[config.mk]
export PLATFORM = sky130hd
export DESIGN_NAME = ripple_ctrl_flat
export DESIGN_NICKNAME = d
export VERILOG_FILES = /design/src/rtl/ripple_ctrl_if.sv /design/src/rtl/ripple_ctrl.sv /design/src/flat_wrapper.sv
export SDC_FILE = /design/constraint.sdc
export NUM_CORES = 1
export LEC_CHECK = 0
export ABC_CLOCK_PERIOD_IN_PS = 2800
export BUFFER_PORTS_ARGS = -buffer_cell sky130_fd_sc_hd__buf_2
export CORE_MARGIN = 2
export CORE_UTILIZATION = 60
export CTS_CLUSTER_SIZE = 16
export DETAILED_ROUTE_END_ITERATION = 10
export PLACE_DENSITY = 0.85
export SYNTH_ARGS = -nofsm -noshare
export SYNTH_HDL_FRONTEND = slang
export SYNTH_SLANG_ARGS = --single-unit
[constraint.sdc]
create_clock -name clk -period 2.8 [get_ports clk]
set_input_delay 0.56 -clock clk [delete_from_list [all_inputs] [get_ports clk]]
set_output_delay 0.56 -clock clk [all_outputs]
set_load 0.1 [all_outputs]
[src/rtl/ripple_ctrl_if.sv]
// Button, run and LED-stage control signals for the ripple controller.
// The master side owns the raw buttons and run. The slave side is the
// controller, which returns the tick, direction and speed index.
interface ripple_ctrl_if;
   logic       btn_dir;
   logic       btn_speed;
   logic       run;
   logic       shift_tick;
   logic       dir;
   logic [1:0] speed_sel;

   modport master (
      output btn_dir,
      output btn_speed,
      output run,
      input  shift_tick,
      input  dir,
      input  speed_sel
   );

   modport slave (
      input  btn_dir,
      input  btn_speed,
      input  run,
      output shift_tick,
      output dir,
      output speed_sel
   );
endinterface

[src/rtl/ripple_ctrl.sv]
// Upstream control stage for the 8-bit rippling-LED shifter.
// Each raw button is synchronised, debounced and edge-detected. A dir press
// toggles the ripple direction. A speed press steps the rate index and
// restarts the tick counter. shift_tick is a one-cycle pulse every
// BASE_PERIOD << speed_sel cycles while run is high.
module ripple_ctrl #(
   parameter int DEBOUNCE_CYCLES = 4,
   parameter int BASE_PERIOD     = 5,
   parameter int CNT_W           = 8
) (
   input  logic         clk,
   input  logic         reset,
   ripple_ctrl_if.slave bus
);

   // The debounce counter only ever has to reach DEBOUNCE_CYCLES-1.
   localparam int DB_W = (DEBOUNCE_CYCLES > 1) ? $clog2(DEBOUNCE_CYCLES) : 1;
   localparam logic [DB_W-1:0] DB_LAST = DB_W'(DEBOUNCE_CYCLES - 1);

   // Bit 0 is the direction button. Bit 1 is the speed button.
   logic [1:0] btn_raw;
   logic [1:0] press;

   assign btn_raw = {bus.btn_speed, bus.btn_dir};

   generate
      for (genvar gi = 0; gi < 2; gi++) begin : g_btn
         logic            s1_q, s1_d;
         logic            s2_q, s2_d;
         logic            db_q, db_d;
         logic            db_dly_q, db_dly_d;
         logic [DB_W-1:0] db_cnt_q, db_cnt_d;

         // Synchroniser shift, then debounce: the synchronised level must
         // disagree with the debounced state for DEBOUNCE_CYCLES
         // consecutive cycles before the debounced state follows it.
         always_comb begin
            s1_d     = btn_raw[gi];
            s2_d     = s1_q;
            db_dly_d = db_q;
            db_d     = db_q;
            db_cnt_d = db_cnt_q;
            if (s2_q == db_q) begin
               db_cnt_d = '0;
            end else if (db_cnt_q == DB_LAST) begin
               db_d     = s2_q;
               db_cnt_d = '0;
            end else begin
               db_cnt_d = db_cnt_q + 1'b1;
            end
         end

         // Button state registers. Reset forces a held button to be
         // debounced again from scratch.
         always_ff @(posedge clk) begin
            if (reset) begin
               s1_q     <= 1'b0;
               s2_q     <= 1'b0;
               db_q     <= 1'b0;
               db_dly_q <= 1'b0;
               db_cnt_q <= '0;
            end else begin
               s1_q     <= s1_d;
               s2_q     <= s2_d;
               db_q     <= db_d;
               db_dly_q <= db_dly_d;
               db_cnt_q <= db_cnt_d;
            end
         end

         // A press is high for one cycle per debounced rising edge.
         // Releases are ignored.
         assign press[gi] = db_q & ~db_dly_q;
      end
   endgenerate

   logic             dir_q, dir_d;
   logic [1:0]       speed_sel_q, speed_sel_d;
   logic [CNT_W-1:0] tick_cnt_q, tick_cnt_d;
   logic             tick_q, tick_d;
   logic [CNT_W-1:0] period;
   logic [CNT_W-1:0] period_last;

   assign period      = CNT_W'(BASE_PERIOD) << speed_sel_q;
   assign period_last = period - 1'b1;

   // Control state: apply presses and advance the tick counter. A speed
   // press wins over a due tick so the new rate starts from a clean count.
   always_comb begin
      dir_d       = dir_q ^ press[0];
      speed_sel_d = speed_sel_q + {1'b0, press[1]};
      tick_cnt_d  = tick_cnt_q;
      tick_d      = 1'b0;
      if (press[1]) begin
         tick_cnt_d = '0;
      end else if (bus.run) begin
         if (tick_cnt_q == period_last) begin
            tick_cnt_d = '0;
            tick_d     = 1'b1;
         end else begin
            tick_cnt_d = tick_cnt_q + 1'b1;
         end
      end
   end

   // Control registers. All outputs come straight from these flops.
   always_ff @(posedge clk) begin
      if (reset) begin
         dir_q       <= 1'b0;
         speed_sel_q <= 2'd0;
         tick_cnt_q  <= '0;
         tick_q      <= 1'b0;
      end else begin
         dir_q       <= dir_d;
         speed_sel_q <= speed_sel_d;
         tick_cnt_q  <= tick_cnt_d;
         tick_q      <= tick_d;
      end
   end

   assign bus.shift_tick = tick_q;
   assign bus.dir        = dir_q;
   assign bus.speed_sel  = speed_sel_q;

endmodule

[src/flat_wrapper.sv]
// flat-port wrapper written by rule: the top's interface ports become plain ports
module ripple_ctrl_flat 
#(
   parameter int DEBOUNCE_CYCLES = 4,
   parameter int BASE_PERIOD     = 5,
   parameter int CNT_W           = 8
)
  (clk, reset, bus_btn_dir, bus_btn_speed, bus_run, bus_shift_tick, bus_dir, bus_speed_sel);
  ripple_ctrl_if bus_i ();
  input  logic clk;
  input  logic reset;
  input wire logic [$bits(bus_i.btn_dir)-1:0] bus_btn_dir;
  input wire logic [$bits(bus_i.btn_speed)-1:0] bus_btn_speed;
  input wire logic [$bits(bus_i.run)-1:0] bus_run;
  output wire logic [$bits(bus_i.shift_tick)-1:0] bus_shift_tick;
  output wire logic [$bits(bus_i.dir)-1:0] bus_dir;
  output wire logic [$bits(bus_i.speed_sel)-1:0] bus_speed_sel;
  assign bus_i.btn_dir = bus_btn_dir;
  assign bus_i.btn_speed = bus_btn_speed;
  assign bus_i.run = bus_run;
  assign bus_shift_tick = bus_i.shift_tick;
  assign bus_dir = bus_i.dir;
  assign bus_speed_sel = bus_i.speed_sel;
  ripple_ctrl #(.DEBOUNCE_CYCLES(DEBOUNCE_CYCLES), .BASE_PERIOD(BASE_PERIOD), .CNT_W(CNT_W)) u_core (.clk(clk), .reset(reset), .bus(bus_i));
endmodule
Word-level counts from Yosys, hierarchy flattened
Index checks and enable logic that the tools add are counted.

Word-level logic and storage cells: 41. Input bits: 5. Bits in registers: 24. Output and inout port bits: 4.

Add/sub/neg operators: 5. Reductions and logical operators: 6. Equality and inequality tests: 5. Muxes and demuxes: 2. Bitwise logic cells: 8. Shift-type cells: 1.

Operators by type and width (number): 3-bit OR reduction (3); 8-bit by 1-bit adder with 8-bit output, second input constant (1); 8-bit equality test (1); 8-bit two-way mux (1); 3-bit by 2-bit left shift with 8-bit output, first input constant (1); 8-bit by 1-bit subtractor with 8-bit output, second input constant (1); 1-bit NOT (5); 2-bit by 1-bit adder with 2-bit output, second input constant (2); 2-bit equality test, second input constant (2); 2-bit AND reduction (2); 2-bit by 1-bit adder with 2-bit output (1); 1-bit AND (2); 1-bit equality test (2); 2-bit OR reduction (1); 1-bit two-way mux (1); 1-bit XOR (1).

Longest topological paths before layout
Depth in word-level cells: 4. Mapped depth: 6. Gate-level depth less buffers: 6.

Least setup slack after synthesis
OpenSTA, ideal clock, no wires.

Path kind: reg2reg. From: register u_core.speed_sel_q[1], in the netlist u_core.bus.speed_sel[1]. To: register u_core.tick_cnt_q[0]. Stages on the path, launching flop included: 7. Buffers on the path: 0. Arrival time: 2.088 ns. Path slack: 0.591 ns. Data required time: 2.679 ns. Cells stage by stage: dfxtp_1 -> inv_1 -> ha_1 -> xor2_1 -> nand4_2 -> o21ai_4 -> nor2_1.

Longest elaborated chain between the ends: 4.

Ends and longest elaborated chain: start: declaration (line ripple_ctrl.sv:78) `logic [1:0] speed_sel_q, speed_sel_d;`; start signal: assignment (line ripple_ctrl.sv:115) `speed_sel_q <= speed_sel_d;`; 3-bit by 2-bit left shift with 8-bit output (line ripple_ctrl.sv:84) `assign period = CNT_W'(BASE_PERIOD) << speed_sel_q;`; 8-bit by 1-bit subtractor with 8-bit output (line ripple_ctrl.sv:85) `assign period_last = period - 1'b1;`; 8-bit equality test (line ripple_ctrl.sv:97) `if (tick_cnt_q == period_last) begin`; 8-bit two-way mux (line ripple_ctrl.sv:97); end signal: assignment (line ripple_ctrl.sv:116) `tick_cnt_q <= tick_cnt_d;`; end: declaration (line ripple_ctrl.sv:79) `logic [CNT_W-1:0] tick_cnt_q, tick_cnt_d;`.

Every way passes these cells. A chain may end at the register's enable or synchronous reset.

Worst setup path after layout
From: register u_core.speed_sel_q[1], in the netlist u_core.bus.speed_sel[1]. To: output bus_speed_sel[1].

RTL lines: end: declaration (line flat_wrapper.sv:17) `output wire logic [$bits(bus_i.speed_sel)-1:0] bus_speed_sel;`.

No word-level cell between the ends.

==> run metrics <==
ranking of synthesized cells by area=dfxtp_1 47%, xnor2_1 10%, ha_1 9.8%; routed length per instance=between 10 and 15 microns; Clock Sinks=24; Async SR Flop Fraction=0%; die height=about 45 microns; CP Data Required Time=roughly 2.2 ns; pin count of the biggest net entering global routing=16; die area=0.002041 sq mm; max_slew headroom=between 60% and 70%; min-delay src=u_core.g_btn[0].db_cnt_q[0]$_SDFF_PP0_; Hold Path Sink=u_core.g_btn[0].db_cnt_q[0]$_SDFF_PP0_; vias in the first global route=between 600 and 700; Total Wirelength=1467 microns; Synth Net Count=between 100 and 150; Highest Clock Rate=between 500 and 600 MHz; initial core utilization=65.99%; distinct cell type count of the synthesized netlist=19; Reg-to-Reg End=u_core.tick_cnt_q[7]$_SDFFE_PP0P_; Critical Path End Type=output pin; CP cell instances=buf_2; # DRC=0; RSZ-0062 raised after global routing=false; Startpoint Class=flop; Final Skew=~0.0012 ns; first-iteration detailed-routing DRC count=9; most frequent cell after synthesis=dfxtp_1; minimum clock period=between 1.5 and 2 ns; DP Wirelength=roughly 1100 microns; RR Startpoint=u_core.bus.speed_sel[1]$_SDFF_PP0_; grt ovf=0; Slew Viols, Final=0; Least-Margin Pin Slew=approximately 0.48 ns; final hold violations=0; total negative setup slack=0 ns; TritonCTS clock tree=yes; R2R setup slack=between 1 and 1.5 ns; Top Ports=9; Buf/Inv on CP=1; run status=complete, no violations; Clock Path Buffers=2; fin crit share=65.09%; HP Class=flop to flop; P_leak=roughly 0.45 nW; Cell Area, Synth=just over 0.001 sq mm; Final nets=about 130; Worst Reg2Reg Path Length in Cells=6; top cell family by delay on the critical path=buffers and inverters; critical path class=flop to output pin; FILL cells=128; total number of vias=678; CP startpoint=u_core.bus.speed_sel[1]$_SDFF_PP0_; Post-Syn Area per Cell=10.07 sq um; most frequent cells after synthesis=24 x dfxtp_1, 19 x nor2_1, 12 x xnor2_1, 9 x nor2b_1, 8 x ha_1; via/cell ratio=5.339; Arr. time, crit path=between 1 and 1.5 ns; overall routing resource usage=about a fifth; Power Dens Cells=just over 500 mW/mm^2; CP max FO=6; Clock Latency Late Sink=between 0.3 and 0.4 ns; Worst path max stage delay=about 0.48 ns; Core Box Area=around 0.0015 sq mm; first-pass GRT wire length=approximately 2700 microns; H-Tree Level Count=1; Port Buf Inserts=8; post_cts resized=0; largest area contributor in the netlist=dfxtp_1; setup violators final=0; routability cong.=about 0.75; root buffer cell=clkbuf_4; Hold Buf Count CTS=0; maximum vdd drop=between 0.3 and 0.4 mV; Post-CTS Setup Bufs=0; EDFF count, synth=0; hold path depth=1; max-cap viol count=0; final core occ=71.51%; initial antenna violation count=0; P&R area growth vs syn=8.364%; number of buffers created by CTS=3; slowest CP cell=buf_2; Ys Warns=0; width of the chip=about 45 microns; ys flop type=dfxtp_1; post-synthesis sequential area ratio=approximately 47%; post-synth top area share=~47%; synthesized flop and latch total=24; CTS clock-pin slew for the worst setup and hold paths=between 0.1 and 0.15 ns; Rows=14; # diodes=0; layout cells sized above 1=a little over an eighth; Mapped Cells=slightly above 100; post-route ant nets=0; TritonRoute pass-1 iters=4
power breakdown:
group / switching [mW] / internal, mW
Combinational: 0.0158 / 0.0133
Clock: 0.0989 / 0.0795
Sequential: 0.00722 / 0.348
worst reg2reg max path, delay by kind of cell (launching register included):
family	cells	cell delay, ns
XOR/XNOR	1	0.17
AO/OA/AOI/OAI	1	0.25
buffers and inverters	1	0.10
flip-flops	1	0.47
adder cells (fa/ha/maj)	1	0.29
AND/OR/NAND/NOR	2	0.24
per-layer routing:
| layer | up-vias | GRT usage, % | part of all wire (%) |
|---|---|---|---|
| met3 | 5 | 3.600 | 3.3 |
| met4 | 0 | 10.59 | 2.7 |
| met5 | - | 0 | 0 |
| li1 | 345 | - | - |
| met2 | 15 | 31.43 | 46 |
| met1 | 313 | 21.97 | 48 |
state kept, by name, indices dropped and copies added (netlist names):
name and flops:
u_core.g_btn.s1_q 2, u_core.g_btn.db_cnt_q 4, u_core.tick_cnt_q 8, u_core.bus.shift_tick 1
u_core.bus.dir 1, u_core.g_btn.s2_q 2, u_core.bus.speed_sel 2, u_core.g_btn.db_dly_q 2
u_core.g_btn.db_dly_d 2
through the flow:
| stage | cells | cell area, sq um | hold WS (ns) | total power [mW] | worst slack [ns] |
|---|---|---|---|---|---|
| 3_5_place_dp | 123 | 1066 | 0.4186 | 0.3928 | 1.178 |
| 2_1_floorplan | 101 | 1017 | 0.3974 | 0.3847 | 0.5912 |
| 3_3_place_gp | 123 | 1066 | 0.4053 | 0.3906 | 1.249 |
| 6_report | 127 | 1102 | 0.4285 | 0.5632 | 0.9774 |
| 5_1_grt | 127 | 1102 | 0.4458 | 0.5875 | 0.9246 |
| 4_1_cts | 127 | 1102 | 0.4365 | 0.5711 | 0.9671 |
worst max-delay path by stage:
| stage | to | slack (ns) | cells after the start |
|---|---|---|---|
| finish | bus_speed_sel[1] | 0.98 | 1 |
| global route | bus_speed_sel[1] | 0.92 | 1 |
| CTS | bus_speed_sel[1] | 0.97 | 1 |
| detailed placement | u_core.tick_cnt_q[7]$_SDFFE_PP0P_ | 1.18 | 6 |
| global placement | u_core.tick_cnt_q[7]$_SDFFE_PP0P_ | 1.25 | 6 |
| floorplan | u_core.tick_cnt_q[0]$_SDFFE_PP0P_ | 0.59 | 6 |
placed cells by master (no fill, tap or decap), drive strengths merged, types with 2 or more instances in the layout:
cell     n
dfxtp   24
nor2    19
xnor2   12
nor2b    9
ha       8
buf      8
xor2     5
inv      4
clkbuf   4
nand3    3
nand2    3
mux2i    3
nand4    3
or3      2
final cells by class:
| class | instances | area, sq um | area share [%] |
|---|---|---|---|
| clock buffer | 4 | 36.28 | 3.292 |
| tap | 16 | 20.02 | 1.816 |
| sequential | 24 | 480.5 | 43.59 |
| inverter | 4 | 15.01 | 1.362 |
| timing repair buffer | 8 | 40.04 | 3.632 |
| multi-input combinational | 71 | 510.5 | 46.31 |
cell families after synthesis:
kind of cell / synth area share (%)
buffers and inverters: 2.583
muxes: 2.952
AOI/OAI and AO/OA: 1.599
adders and majority gates: 9.840
DFF: 47.23
and+or+nand+nor: 21.15
xor gates and xnor gates: 14.64
(Power assumes the default switching activity.)
